### src/rtl/sc_io_pkg.sv
// rtl/sc_io_pkg.sv - shared address map, blank pattern, FSM states and BCD helper for the IO poller
package sc_io_pkg;

  localparam logic [31:0] ADDR_SW   = 32'hffff_ff00;
  localparam logic [31:0] ADDR_HEX0 = 32'hffff_ff20;
  localparam logic [31:0] ADDR_HEX1 = 32'hffff_ff30;
  localparam logic [31:0] ADDR_HEX2 = 32'hffff_ff40;
  localparam logic [31:0] ADDR_HEX3 = 32'hffff_ff50;
  localparam logic [31:0] ADDR_HEX4 = 32'hffff_ff60;
  localparam logic [31:0] ADDR_HEX5 = 32'hffff_ff70;
  localparam logic [31:0] ADDR_LED  = 32'hffff_ff80;

  localparam logic [6:0] SEG_BLANK = 7'h7f;

  typedef enum logic [2:0] {
    ST_IDLE,
    ST_READ,
    ST_CAPTURE,
    ST_CONV,
    ST_WRITE,
    ST_DONE
  } state_t;

  // Double-dabble correction: any nibble of 5 or more gets 3 added before the shift.
  function automatic logic [15:0] dabble_adjust(input logic [15:0] bcd);
    logic [15:0] r;
    r = bcd;
    for (int i = 0; i < 4; i++) begin
      if (bcd[4*i +: 4] >= 4'd5) r[4*i +: 4] = bcd[4*i +: 4] + 4'd3;
    end
    return r;
  endfunction

endpackage

### src/rtl/seg7_encode.sv
// rtl/seg7_encode.sv - BCD digit to active-low seven-segment pattern, bit0 = segment a
module seg7_encode
  import sc_io_pkg::*;
(
  input  logic [3:0] digit,
  output logic [6:0] seg
);

  always_comb begin
    seg = SEG_BLANK;
    case (digit)
      4'd0: seg = 7'h40;
      4'd1: seg = 7'h79;
      4'd2: seg = 7'h24;
      4'd3: seg = 7'h30;
      4'd4: seg = 7'h19;
      4'd5: seg = 7'h12;
      4'd6: seg = 7'h02;
      4'd7: seg = 7'h78;
      4'd8: seg = 7'h00;
      4'd9: seg = 7'h10;
      default: seg = SEG_BLANK;
    endcase
  end

endmodule

### src/rtl/sc_io_poller.sv
// rtl/sc_io_poller.sv - periodic switch poller: reads SW, converts to decimal, writes HEX0-5 and LED
module sc_io_poller
  import sc_io_pkg::*;
#(
  parameter int PERIOD = 1000
) (
  input  logic        clock,
  input  logic        resetn,
  input  logic        enable,
  output logic [31:0] addr,
  output logic [31:0] wdata,
  output logic        we,
  input  logic [31:0] rdata,
  output logic        busy,
  output logic        done,
  output logic [15:0] poll_count
);

  localparam int TW = $clog2(PERIOD);
  localparam logic [TW-1:0] T_LAST = TW'(PERIOD - 1);

  state_t        state, state_n;
  logic [TW-1:0] timer, timer_n;
  logic [9:0]    sw, sw_n;
  logic [9:0]    shreg, shreg_n;
  logic [15:0]   bcd, bcd_n;
  logic [3:0]    cnt, cnt_n;
  logic [31:0]   addr_n, wdata_n;
  logic          we_n;
  logic [15:0]   poll_count_n;

  logic [15:0] bcd_adj, bcd_step, digit_src;
  logic [9:0]  shreg_step;
  logic [6:0]  seg [4];
  logic [2:0]  wr_idx;
  logic [31:0] wr_addr, wr_data;
  logic        wrap;

  assign bcd_adj    = dabble_adjust(bcd);
  assign bcd_step   = {bcd_adj[14:0], shreg[9]};
  assign shreg_step = {shreg[8:0], 1'b0};

  // The first write is registered on the last CONV edge, so it must see the final shift result.
  assign digit_src = (state == ST_CONV) ? bcd_step : bcd;

  for (genvar g = 0; g < 4; g++) begin : g_seg
    seg7_encode u_seg (
      .digit (digit_src[4*g +: 4]),
      .seg   (seg[g])
    );
  end

  assign wr_idx = (state == ST_WRITE) ? cnt[2:0] + 3'd1 : 3'd0;

  always_comb begin
    wr_addr = ADDR_HEX0;
    wr_data = '0;
    case (wr_idx)
      3'd0: begin wr_addr = ADDR_HEX0; wr_data = {25'b0, seg[0]}; end
      3'd1: begin wr_addr = ADDR_HEX1; wr_data = {25'b0, seg[1]}; end
      3'd2: begin wr_addr = ADDR_HEX2; wr_data = {25'b0, seg[2]}; end
      3'd3: begin wr_addr = ADDR_HEX3; wr_data = {25'b0, seg[3]}; end
      3'd4: begin wr_addr = ADDR_HEX4; wr_data = {25'b0, SEG_BLANK}; end
      3'd5: begin wr_addr = ADDR_HEX5; wr_data = {25'b0, SEG_BLANK}; end
      3'd6: begin wr_addr = ADDR_LED;  wr_data = {22'b0, sw}; end
      default: begin wr_addr = ADDR_HEX0; wr_data = '0; end
    endcase
  end

  // Timer free-runs whenever enabled; a wrap outside IDLE is simply lost.
  assign wrap    = enable && (timer == T_LAST);
  assign timer_n = (!enable || timer == T_LAST) ? '0 : timer + 1'b1;

  always_comb begin
    state_n      = state;
    sw_n         = sw;
    shreg_n      = shreg;
    bcd_n        = bcd;
    cnt_n        = cnt;
    addr_n       = '0;
    wdata_n      = '0;
    we_n         = 1'b0;
    poll_count_n = poll_count;
    case (state)
      ST_IDLE: begin
        if (wrap) begin
          state_n = ST_READ;
          addr_n  = ADDR_SW;
        end
      end
      ST_READ: state_n = ST_CAPTURE;
      ST_CAPTURE: begin
        sw_n    = rdata[9:0];
        shreg_n = rdata[9:0];
        bcd_n   = '0;
        cnt_n   = '0;
        state_n = ST_CONV;
      end
      ST_CONV: begin
        bcd_n   = bcd_step;
        shreg_n = shreg_step;
        cnt_n   = cnt + 4'd1;
        if (cnt == 4'd9) begin
          state_n = ST_WRITE;
          cnt_n   = '0;
          addr_n  = wr_addr;
          wdata_n = wr_data;
          we_n    = 1'b1;
        end
      end
      ST_WRITE: begin
        if (cnt == 4'd6) begin
          state_n = ST_DONE;
        end else begin
          cnt_n   = cnt + 4'd1;
          addr_n  = wr_addr;
          wdata_n = wr_data;
          we_n    = 1'b1;
        end
      end
      ST_DONE: begin
        poll_count_n = poll_count + 16'd1;
        state_n      = ST_IDLE;
      end
      default: state_n = ST_IDLE;
    endcase
  end

  always_ff @(posedge clock) begin
    if (!resetn) begin
      state      <= ST_IDLE;
      timer      <= '0;
      sw         <= '0;
      shreg      <= '0;
      bcd        <= '0;
      cnt        <= '0;
      addr       <= '0;
      wdata      <= '0;
      we         <= 1'b0;
      poll_count <= '0;
    end else begin
      state      <= state_n;
      timer      <= timer_n;
      sw         <= sw_n;
      shreg      <= shreg_n;
      bcd        <= bcd_n;
      cnt        <= cnt_n;
      addr       <= addr_n;
      wdata      <= wdata_n;
      we         <= we_n;
      poll_count <= poll_count_n;
    end
  end

  assign busy = (state == ST_READ) || (state == ST_CAPTURE) ||
                (state == ST_CONV) || (state == ST_WRITE);
  assign done = (state == ST_DONE);

  logic unused_ok;
  assign unused_ok = &{1'b0, rdata[31:10], bcd_adj[15]};

endmodule

### config.mk
export PLATFORM = sky130hd
export DESIGN_NAME = sc_io_poller
export DESIGN_NICKNAME = d
export VERILOG_FILES = /design/src/rtl/sc_io_pkg.sv /design/src/rtl/seg7_encode.sv /design/src/rtl/sc_io_poller.sv
export SDC_FILE = /design/constraint.sdc
export NUM_CORES = 1
export LEC_CHECK = 0
export ABC_AREA = 0
export CORE_UTILIZATION = 35
export CTS_BUF_LIST = sky130_fd_sc_hd__clkbuf_2 sky130_fd_sc_hd__clkbuf_4 sky130_fd_sc_hd__clkbuf_8
export CTS_CLUSTER_DIAMETER = 50
export DETAILED_ROUTE_END_ITERATION = 10
export GPL_ROUTABILITY_DRIVEN = 0
export MAX_ROUTING_LAYER = met4
export PLACE_DENSITY = 0.66
export SLEW_MARGIN = 30
export SYNTH_ARGS = -nofsm -noshare
export SYNTH_HDL_FRONTEND = slang
export SYNTH_SLANG_ARGS = --single-unit
### constraint.sdc
create_clock -name clock -period 3.75 [get_ports clock]
set_clock_uncertainty 0.15 [all_clocks]
set_input_delay 0.9375 -clock clock [delete_from_list [all_inputs] [get_ports clock]]
set_output_delay 0.9375 -clock clock [all_outputs]
set_load 0.05 [all_outputs]
==> results of run 1 <==
-- through the flow --
stage | power (W) | util [%] | cell area (sq um) | setup slack [ps]
final | 0.001784 | 40.96 | 6272 | 614.1
after global placement | 0.001137 | 39.65 | 6072 | 668.1
after floorplan | 0.001118 | - | 5620 | 563.5
after global routing | 0.001868 | 40.96 | 6272 | 369.4
after detailed placement | 0.001138 | 39.67 | 6075 | 679.7
after CTS | 0.001818 | 40.96 | 6272 | 540.0
-- critical path, stage by stage (launching register included) --
cell	delay [ps]
dfxtp_1	760
and3b_2	620
o21ai_0	240
nand2_1	170
inv_1	70
ha_1	210
a221o_1	350
a221oi_1	240
a31oi_1	150
-- area by class of cell --
type	instances	share of cell area [%]
multi-input cells	525	52.28
clock buffers	11	2.214
repair buffers	74	11.73
inverters	25	1.496
clock inverters	5	0.9376
well taps	211	4.209
flip-flops and latches	85	27.13
-- placed cells by master, fill, tap and decap left out, drive strengths merged, types with 8 or more instances in the layout --
cell type / netlist / final
dfxtp: 85 / 85
nand2: 79 / 79
nor2: 69 / 69
clkdlybuf4s50: 0 / 67
a21oi: 47 / 47
o21ai: 43 / 43
ha: 30 / 30
conb: 1 / 26
inv: 25 / 26
nand3: 15 / 15
and2: 15 / 15
a211oi: 15 / 15
xor2: 15 / 15
xnor2: 14 / 14
clkbuf: 27 / 11
mux2i: 10 / 10
a31oi: 9 / 9
a21o: 8 / 8
and3: 8 / 8
-- flip-flops by register name, summed over array words and instances (netlist names) --
| signal | flops |
|---|---|
| addr | 5 |
| bcd | 16 |
| cnt | 4 |
| poll_count | 16 |
| shreg | 10 |
| state | 3 |
| sw | 10 |
| timer | 10 |
| wdata | 10 |
| we | 1 |
-- power by group through the flow --
stage	registers [W]	clock network (W)	logic, W
after global placement	0.000960	0	0.000177
final	0.000939	0.000667	0.000178
after global routing	0.000942	0.000731	0.000195
after CTS	0.000939	0.000701	0.000179
after detailed placement	0.000960	0	0.000178
after floorplan	0.000951	0	0.000168
-- worst max path at each step --
stage / slack (ps) / depth (start not counted) / endpoint / start
2_1_floorplan: 560 / 4 / busy / state[0]
3_3_place_gp: 670 / 7 / wdata[3] / state[0]
3_5_place_dp: 680 / 8 / wdata[0] / state[0]
4_1_cts: 540 / 1 / addr[27] / addr[30]
5_1_grt: 370 / 7 / wdata[3] / state[0]
6_report: 610 / 8 / wdata[0] / state[0]
-- per-layer routing --
metal  GRT usage, %  vias up  part of all wire, %  wire (um)
met5              -        -                    0          0
met4          5.052        0                  1.5        195
met3          3.923       12                  4.5        577
met2          25.43      105                   44       5613
met1          21.94     2219                   50       6342
li1               -     2427                    -          -
-- cells by family (layout without fill, tap and decap cells) --
logic type               count (synthesis)  count (layout)  synth area share, %
AND/OR/NAND/NOR                        244             244                21.89
AO/OA/AOI/OAI                          184             184                22.03
buffers and inverters                  112             115                11.61
flip-flops                              85              85                30.79
adder cells (fa/ha/maj)                 30              30                6.792
XOR/XNOR                                29              29                4.596
multiplexers                            12              12                2.219
other                                    1              26              0.06785
==> impl_metrics.sql, run 1 <==
INSERT INTO impl_metrics (metric_group, metric, value, unit) VALUES
('outcome', 'run_status', 'finished, final reports clean', ''),
('placement', 'dp_cells', '920', ''),
('routing', 'drtAntennaViolNets', '0', ''),
('clocking', 'cts.root.buffer_cell', 'clkbuf_8', ''),
('pwr', 'power_frac_seq', '52.6', '%'),
('timing', 'timing.max_slew.rel_slack', '42.33', '%'),
('layout', 'footprint_of_the_multi_input_gates', '0.003279', 'sq mm'),
('synth', 'synth_top_area_share', '30.79', '%'),
('die', 'die-area', '0.01630', 'sq mm'),
('timing', 'hold_viol', '0', ''),
('synth', 'async_flop_share', '0', '%'),
('layout', 'fillCellCount', '1618', ''),
('setup_path', 'ff2ff_setup_slack', '610', 'ps'),
('synth', 'syn-instance-count', '697', ''),
('global_route', 'grt-ovfl-total', '0', ''),
('synth', 'synth-edff-count', '0', ''),
('clocking', 'max-clock-path-buffers', '2', ''),
('synth', 'postSynthRegisterBits', '85', ''),
('clocking', 'cts_htree_levels', '3', ''),
('routing', 'detail_route.first_pass.iterations', '9', ''),
('clocking', 'clock-sinks', '85', ''),
('clocking', 'path_clk_slew', '80', 'ps'),
('clocking', 'post_cts.resized_instances', '0', ''),
('synth', 'yosys_most_used_dff', 'dfxtp_1', ''),
('setup_path', 'rr_startpoint', 'state[0]', ''),
('min_path', 'hp-start', 'timer[0]', ''),
('setup_path', 'worstPathMaxFanout', '24', ''),
('routing', 'drt_iter0_drc', '298', ''),
('layout', 'layoutNonFillerInstCount', '936', ''),
('setup_path', 'worstSetupEndpointType', 'flip-flop', ''),
('die', 'floorplan.initialDensity', '36.09', '%'),
('placement', 'dp.final_hpwl', '9313', 'um'),
('die', 'num_rows', '45', ''),
('die', 'fp.coreArea', '0.01531', 'sq mm'),
('min_path', 'worstHoldPathCells', '1', ''),
('timing', 'fmax_achieved', '318.9', 'MHz'),
('pwr', 'internal_power', '0.001291', 'W'),
('setup_path', 'critical_path.reg2reg.endpoint', 'wdata[0]', ''),
('setup_path', 'crit_required', '3820', 'ps'),
('timing', 'fin_setup_tns', '0', 'ps'),
('placement', 'port_bufs', '69', ''),
('pwr', 'swShare', '27.62', '%'),
('routing', 'routed_wire_length_per_instance', '13.60', 'um'),
('layout', 'post_route_cells_drive_above_1_share', '5.931', '%'),
('routing', 'wl', '12730', 'um'),
('pwr', 'power.clock.fraction', '37.4', '%'),
('die', 'die-width', '127.7', 'um'),
('timing', 'min_period_over_period', '83.62', '%'),
('setup_path', 'startpoint_class_of_the_critical_path', 'flip-flop', ''),
('timing', 'setup-violations-final', '0', ''),
('die', 'top_level_ports', '118', ''),
('clocking', 'tritoncts', 'yes', ''),
('pwr', 'net-switching-power', '0.0004927', 'W'),
('pwr', 'power_leakage', '2.304', 'nW'),
('timing', 'hold-worst-slack', '290.0', 'ps'),
('synth', 'synth.lib_cells_used.distinct', '73', ''),
('min_path', 'hold_end', 'timer[0]', ''),
('pwr', 'comb_power_share', '10.0', '%'),
('synth', 'yosys-top-cells-count', '85 x dfxtp_1, 78 x nand2_1, 68 x nor2_1', ''),
('synth', 'avgSynthCellArea', '7.929', 'sq um'),
('synth', 'synth-warning-count', '0', ''),
('global_route', 'grt_pass1_wl', '21000', 'um'),
('layout', 'antennaDiodeCount', '0', ''),
('pwr', 'vdd_drop_max', '0.2062', 'mV'),
('synth', 'netlist.top_cell.by_area', 'dfxtp_1', ''),
('setup_path', 'reg2regPathDepth', '8', ''),
('timing', 'worst_slew_pin_slew', '857.7', 'ps'),
('setup_path', 'worst_ep_arrival_time', '3210', 'ps'),
('timing', 'timing_max_transition_violations_final', '0', ''),
('global_route', 'number_of_antenna_violations_at_the_first_check_in_global_routing', '0', ''),
('routing', 'drt_drc_violations_left', '0', '');
No activity file was read; power rests on OpenSTA's default activity.
==> run 2: changes to the inputs <==
==> constraint.sdc (replaced) <==
create_clock -name clock -period 3.15 [get_ports clock]
set_clock_uncertainty 0.15 [all_clocks]
set_input_delay 0.7875 -clock clock [delete_from_list [all_inputs] [get_ports clock]]
set_output_delay 0.7875 -clock clock [all_outputs]
set_load 0.05 [all_outputs]
==> run 2 against run 1 <==
  * Highest routed layer unchanged
  * First-iteration DRC count decreased by 1.3%
  * Sequential cell count unchanged
  * Global-route usage increased by 0.17 points
  * Total power increased by 21%
  * Sequential share of layout area decreased by 0.45 points
==> impl_metrics.sql, run 2 (synthesis gave the netlist of run 1 again) <==
INSERT INTO impl_metrics (metric_group, metric, value, unit) VALUES
('die', 'fp.coreArea', '0.01531', 'sq mm'),
('min_path', 'hold_path_class', 'flip-flop to flip-flop', ''),
('timing', 'rsz_0062_raised_after_global_routing', 'no', ''),
('routing', 'detail_route.first_pass.iterations', '5', ''),
('global_route', 'number_of_antenna_violations_at_the_first_check_in_global_routing', '0', ''),
('outcome', 'run_status', 'finished, final reports clean', ''),
('setup_path', 'startpoint_class_of_the_critical_path', 'flip-flop', ''),
('timing', 'worst_slew_pin_slew', '842.0', 'ps'),
('flow_run', 'cap_viol_max_count', '0', ''),
('routing', 'routed_wire_length_per_instance', '13.52', 'um'),
('pwr', 'power_frac_seq', '51.4', '%'),
('layout', 'layout.cells.most_common_list', '84 x dfxtp_1, 78 x nand2_1, 68 x nor2_1', ''),
('pwr', 'vdd_drop_max', '0.3138', 'mV'),
('routing', 'vias_after_detailed_routing', '4832', ''),
('setup_path', 'worstSetupEndpointType', 'flip-flop', ''),
('timing', 'min_period_over_period', '93.98', '%'),
('die', 'top_level_ports', '118', ''),
('pwr', 'power_leakage', '2.362', 'nW'),
('clocking', 'path_clk_slew', '100', 'ps'),
('setup_path', 'criticalPathCategory', 'flip-flop to flip-flop', ''),
('routing', 'drt_drc_violations_left', '0', ''),
('setup_path', 'crit_required', '3230', 'ps'),
('layout', 'footprint_of_the_multi_input_gates', '0.003289', 'sq mm'),
('layout', 'fillCellCount', '1594', ''),
('clocking', 'worst_skew_pair.late_latency', '380', 'ps'),
('global_route', 'first_global_vias', '4438', ''),
('timing', 'fin_setup_tns', '0', 'ps'),
('layout', 'largest_registers_ranked_by_flip_flop_count', 'bcd: 16 flops, poll_count: 16 flops', ''),
('placement', 'dp.final_hpwl', '9421', 'um'),
('timing', 'timing.max_slew.rel_slack', '43.39', '%'),
('pwr', 'post-layout-total-power', '0.002167', 'W'),
('timing', 'hold_viol', '0', ''),
('pwr', 'power.clock.fraction', '38.1', '%'),
('global_route', 'grt_start_max_net_pins', '42', ''),
('pwr', 'cellPowerDensity', '339.5', 'mW/mm^2'),
('setup_path', 'reg2regPathDepth', '13', ''),
('timing', 'timing_max_transition_violations_final', '0', ''),
('global_route', 'track_usage', '16.88', '%'),
('min_path', 'worstHoldPathCells', '1', ''),
('timing', 'setup-violations-final', '0', ''),
('die', 'num_rows', '45', ''),
('setup_path', 'worstPathMaxFanout', '7', ''),
('die', 'floorplan.initialDensity', '36.09', '%'),
('layout', 'post_route_cells_drive_above_1_share', '7.493', '%'),
('routing', 'drt_iter0_drc', '294', ''),
('clocking', 'cts.root.buffer_cell', 'clkbuf_8', ''),
('pwr', 'swShare', '28.97', '%'),
('clocking', 'clock-sinks', '85', ''),
('layout', 'area.growth.synth_to_final', '15.51', '%'),
('die', 'die_h', '127.7', 'um'),
('layout', 'finalNetCount', '794', ''),
('clocking', 'max-clock-path-buffers', '2', ''),
('layout', 'layout.cells.most_common', 'dfxtp_1', ''),
('pwr', 'net-switching-power', '0.0006277', 'W'),
('routing', 'wl', '12770', 'um'),
('die', 'die-area', '0.01630', 'sq mm'),
('global_route', 'grt-ovfl-total', '0', ''),
('placement', 'port_bufs', '69', ''),
('routing', 'drtAntennaViolNets', '0', ''),
('timing', 'final_period_minus_worst_setup_slack', '2960', 'ps'),
('clocking', 'cts_htree_levels', '3', ''),
('clocking', 'tritoncts', 'yes', ''),
('pwr', 'internal_power', '0.001539', 'W'),
('layout', 'antennaDiodeCount', '0', ''),
('timing', 'fmax_achieved', '337.8', 'MHz'),
('pwr', 'comb_power_share', '10.4', '%'),
('global_route', 'grt_pass1_wl', '21470', 'um'),
('setup_path', 'worst_ep_arrival_time', '3040', 'ps'),
('clocking', 'tritoncts.num_buffers', '9', ''),
('layout', 'seq_area', '0.001703', 'sq mm'),
('routing', 'routed_via_density', '5.113', ''),
('die', 'die-width', '127.7', 'um');
## run 2: cell type report
cell class | count | area share, %
flip-flops and latches | 85 | 26.68
inverters | 25 | 1.470
clock inverters | 7 | 1.274
multi-input cells | 525 | 51.53
well taps | 211 | 4.136
repair buffers | 83 | 12.98
clock buffers | 9 | 1.940
## run 2: worst paths after layout
| kind | endpoint | from | slack, ps |
|---|---|---|---|
| setup / recovery | wdata[4] | bcd[8] | 190 |
| hold / removal | timer[0] | timer[0] | 310 |
| setup reg to reg | wdata[4] | bcd[8] | 190 |
| hold reg to reg | timer[0] | timer[0] | 310 |
## run 2: layer usage
metal,vias to the layer above,GRT usage [%],share of wire [%]
met3,21,4.257,5.7
met5,-,-,0
met1,2227,22.62,50
li1,2453,-,-
met4,0,6.367,2.2
met2,131,24.33,42
## run 2: stage by stage
| stage | utilization, % | cells | cell area (sq um) | setup WS, ps | hold WS [ps] |
|---|---|---|---|---|---|
| finish | 41.68 | 945 | 6384 | 189.5 | 305.6 |
| global route | 41.68 | 945 | 6384 | 1.511 | 328.0 |
| CTS | 41.59 | 945 | 6370 | 100.8 | 311.7 |
| detailed placement | 40.25 | 929 | 6165 | 156.8 | 288.8 |
| global placement | 40.25 | 929 | 6165 | 171.8 | 279.6 |
| floorplan | - | 722 | 5620 | 113.5 | 263.0 |
## run 2: power by group through the flow
| stage | clock, W | combinational (W) | sequential (W) |
|---|---|---|---|
| after floorplan | 0 | 0.000200 | 0.00113 |
| after global placement | 0 | 0.000224 | 0.00114 |
| after detailed placement | 0 | 0.000226 | 0.00114 |
| after CTS | 0.000860 | 0.000226 | 0.00111 |
| after global routing | 0.000900 | 0.000246 | 0.00112 |
| final | 0.000827 | 0.000226 | 0.00111 |
## run 2: critical path: stages (launching register included)
cell	delay (ps)
dfxtp_1	480
inv_1	90
ha_1	260
nand2b_1	130
a21oi_2	100
xnor2_1	140
nand2_1	90
nand2_1	110
inv_1	100
ha_1	210
a21oi_1	50
or4b_1	500
a32oi_1	240
o21ai_0	130
## run 2: repair_timing
action / 4_1_cts / 5_1_grt
gates resized for setup: 0 / 5
setup endpoints to repair: 0 / 5
setup buffers: 0 / 0
hold buffers: 0 / 0
==> run 3: changes to the inputs <==
--- a/config.mk
+++ b/config.mk
@@ -11,8 +11,10 @@
 export CTS_CLUSTER_DIAMETER = 50
 export DETAILED_ROUTE_END_ITERATION = 10
 export GPL_ROUTABILITY_DRIVEN = 0
+export GPL_TIMING_DRIVEN = 0
 export MAX_ROUTING_LAYER = met4
 export PLACE_DENSITY = 0.66
+export SKIP_CTS_REPAIR_TIMING = 1
 export SLEW_MARGIN = 30
 export SYNTH_ARGS = -nofsm -noshare
 export SYNTH_HDL_FRONTEND = slang
==> run 3 against run 2 <==
  * Sequential cell count unchanged
  * Cell count rose by 7.3%
  * Critical path depth unchanged
  * Clock-buffer cell count unchanged
  * Die area unchanged
  * Non-clock buffer count is 69 higher
  * Clock power hardly changed
  * Design area grew 6.5%
  * Critical endpoint is now wdata[0]
  * Largest cell class unchanged
  * Largest power group unchanged
==> impl_metrics.sql, run 3 (synthesis gave the netlist of run 1 again) <==
INSERT INTO impl_metrics (metric_group, metric, value, unit) VALUES
('timing', 'final_period_minus_worst_setup_slack', '2963', 'ps'),
('die', 'die_h', '127.7', 'um'),
('setup_path', 'worst_setup_path_startpoint', 'state[2]', ''),
('placement', 'port_bufs', '68', ''),
('routing', 'vias_after_detailed_routing', '5134', ''),
('setup_path', 'crit_required', '3250', 'ps'),
('setup_path', 'criticalPathCategory', 'flip-flop to flip-flop', ''),
('pwr', 'cellPowerDensity', '323.0', 'mW/mm^2'),
('layout', 'antennaDiodeCount', '0', ''),
('setup_path', 'ff2ff_setup_slack', '190', 'ps'),
('routing', 'met2_layer_wire_length_in_the_routed_design', '6028', 'um'),
('die', 'die-width', '127.7', 'um'),
('routing', 'wl_met3', '950', 'um'),
('routing', 'detail_route.first_pass.iterations', '5', ''),
('routing', 'dr.max_layer_used', 'met4', ''),
('global_route', 'first_global_vias', '4574', ''),
('timing', 'hold_viol', '0', ''),
('layout', 'layoutNonFillerInstCount', '1014', ''),
('routing', 'drt_iter0_drc', '429', ''),
('timing', 'setup-violations-final', '0', ''),
('layout', 'fillCellCount', '1584', ''),
('placement', 'dp.final_hpwl', '10760', 'um'),
('clocking', 'cts_htree_levels', '3', ''),
('timing', 'fmax_achieved', '337.5', 'MHz'),
('setup_path', 'critical_path.reg2reg.endpoint', 'wdata[0]', ''),
('layout', 'largest_registers_ranked_by_flip_flop_count', 'bcd: 16 flops, poll_count: 16 flops', ''),
('min_path', 'hold_path_class', 'flip-flop to flip-flop', ''),
('clocking', 'worst_skew_pair.late_latency', '390', 'ps'),
('setup_path', 'reg2regPathDepth', '13', ''),
('layout', 'finalNetCount', '863', ''),
('pwr', 'vdd_drop_max', '0.2107', 'mV'),
('routing', 'drt_drc_violations_left', '0', ''),
('global_route', 'grt_start_max_net_pins', '25', ''),
('placement', 'dpl-instance-area', '0.006565', 'sq mm'),
('die', 'floorplan.initialDensity', '36.09', '%'),
('outcome', 'run_status', 'finished, final reports clean', ''),
('die', 'top_level_ports', '118', ''),
('setup_path', 'worstPathMaxFanout', '19', ''),
('die', 'fp.coreArea', '0.01531', 'sq mm'),
('clocking', 'cts.root.buffer_cell', 'clkbuf_8', ''),
('layout', 'final_area', '0.006798', 'sq mm'),
('clocking', 'tritoncts', 'yes', ''),
('layout', 'area.growth.synth_to_final', '23.00', '%'),
('clocking', 'max-clock-path-buffers', '2', ''),
('die', 'num_rows', '45', ''),
('routing', 'detail_route.wirelength.met1', '7039', 'um'),
('layout', 'layout.cells.most_common_list', '83 x dfxtp_1, 78 x nand2_1, 68 x nor2_1', ''),
('setup_path', 'worstSetupEndpointType', 'flip-flop', ''),
('setup_path', 'rr_startpoint', 'state[2]', ''),
('placement', 'dp_cells', '1001', ''),
('timing', 'fin_setup_tns', '0', 'ps'),
('routing', 'wl', '14230', 'um'),
('global_route', 'grt-ovfl-total', '0', ''),
('setup_path', 'worst_ep_arrival_time', '3060', 'ps'),
('routing', 'routed_wire_length_per_instance', '14.04', 'um'),
('global_route', 'track_usage', '18.65', '%'),
('setup_path', 'startpoint_class_of_the_critical_path', 'flip-flop', ''),
('routing', 'routed_via_density', '5.063', ''),
('global_route', 'grt_pass1_wl', '23180', 'um'),
('flow_run', 'cap_viol_max_count', '0', ''),
('timing', 'min_period_over_period', '94.08', '%'),
('layout', 'layout.cells.most_common', 'dfxtp_1', ''),
('pwr', 'power_leakage', '2.670', 'nW'),
('clocking', 'clock-sinks', '85', ''),
('layout', 'post_route_cells_drive_above_1_share', '12.95', '%'),
('clocking', 'path_clk_slew', '100', 'ps'),
('clocking', 'tritoncts.num_buffers', '9', ''),
('setup_path', 'setup.worst_path.end', 'wdata[0]', ''),
('timing', 'worst_slew_pin_slew', '905.7', 'ps'),
('die', 'die-area', '0.01630', 'sq mm'),
('global_route', 'number_of_antenna_violations_at_the_first_check_in_global_routing', '0', ''),
('timing', 'timing.max_slew.rel_slack', '39.11', '%'),
('timing', 'timing_max_transition_violations_final', '0', ''),
('routing', 'drtAntennaViolNets', '0', '');
## run 3: changes by cell type in the layout (fill, tap and decap cells not counted), moves of 2 or more
cell | previous run | this run
nor4_1 | 3 | 1
buf_2 | 0 | 4
clkbuf_4 | 0 | 2
buf_12 | 3 | 0
nor4_2 | 1 | 3
clkbuf_1 | 0 | 22
clkbuf_2 | 0 | 2
buf_6 | 0 | 3
dlymetal6s2s_1 | 0 | 2
buf_4 | 13 | 51
## run 3: layout make-up
class	instances	area [sq um]	area share (%)
Buffer	84	544.3	8.007
Clock buffer	9	123.9	1.822
Clock inverter	7	81.33	1.196
Inverter	25	93.84	1.380
Multi-Input combinational cell	525	3301	48.56
Sequential cell	85	1704	25.07
Tap cell	211	264.0	3.884
Timing Repair Buffer	68	685.7	10.09
## run 3: worst min path at each step
stage / from / to / slack [ps] / depth (start not counted)
final: sw[8] / wdata[8] / 310 / 1
after global routing: sw[8] / wdata[8] / 340 / 1
after CTS: timer[0] / timer[0] / 310 / 1
after detailed placement: sw[8] / wdata[8] / 290 / 1
after global placement: timer[0] / timer[0] / 280 / 1
after floorplan: timer[0] / timer[0] / 260 / 1
## run 3: metrics by stage
stage,power (W),setup WS (ps),hold WS (ps),utilization [%]
3_3_place_gp,0.001393,-345.6,280.2,42.87
4_1_cts,0.002209,-844.6,313.4,44.21
2_1_floorplan,0.001331,113.5,263.0,-
3_5_place_dp,0.001394,-394.8,290.6,42.87
5_1_grt,0.002280,-12.88,337.5,44.39
6_report,0.002196,186.6,309.7,44.39
## run 3: worst max-delay path, stage by stage, from the launching register on
cell and delay, ps:
dfxtp_1 350, buf_4 170, nand3b_4 160, buf_6 170, buf_6 210, clkbuf_4 260, nand2_1 70, nand2_1 110
inv_1 80, ha_1 190, and2_1 150, a221o_1 320, a221oi_1 270, a31oi_1 150
## run 3: power by group
group	switching (W)	total (W)	internal [W]
Sequential	0.0000165	0.00111	0.00110
Clock	0.000448	0.000826	0.000378
Combinational	0.000176	0.000257	0.0000806
Total	0.000641	0.00220	0.00156
## run 3: routing by layer
metal  GRT usage, %  vias to the layer above
met2          28.06                      171
met3          3.881                       17
met4          5.606                        0
li1               -                     2588
met5              -                        -
met1          25.10                     2358
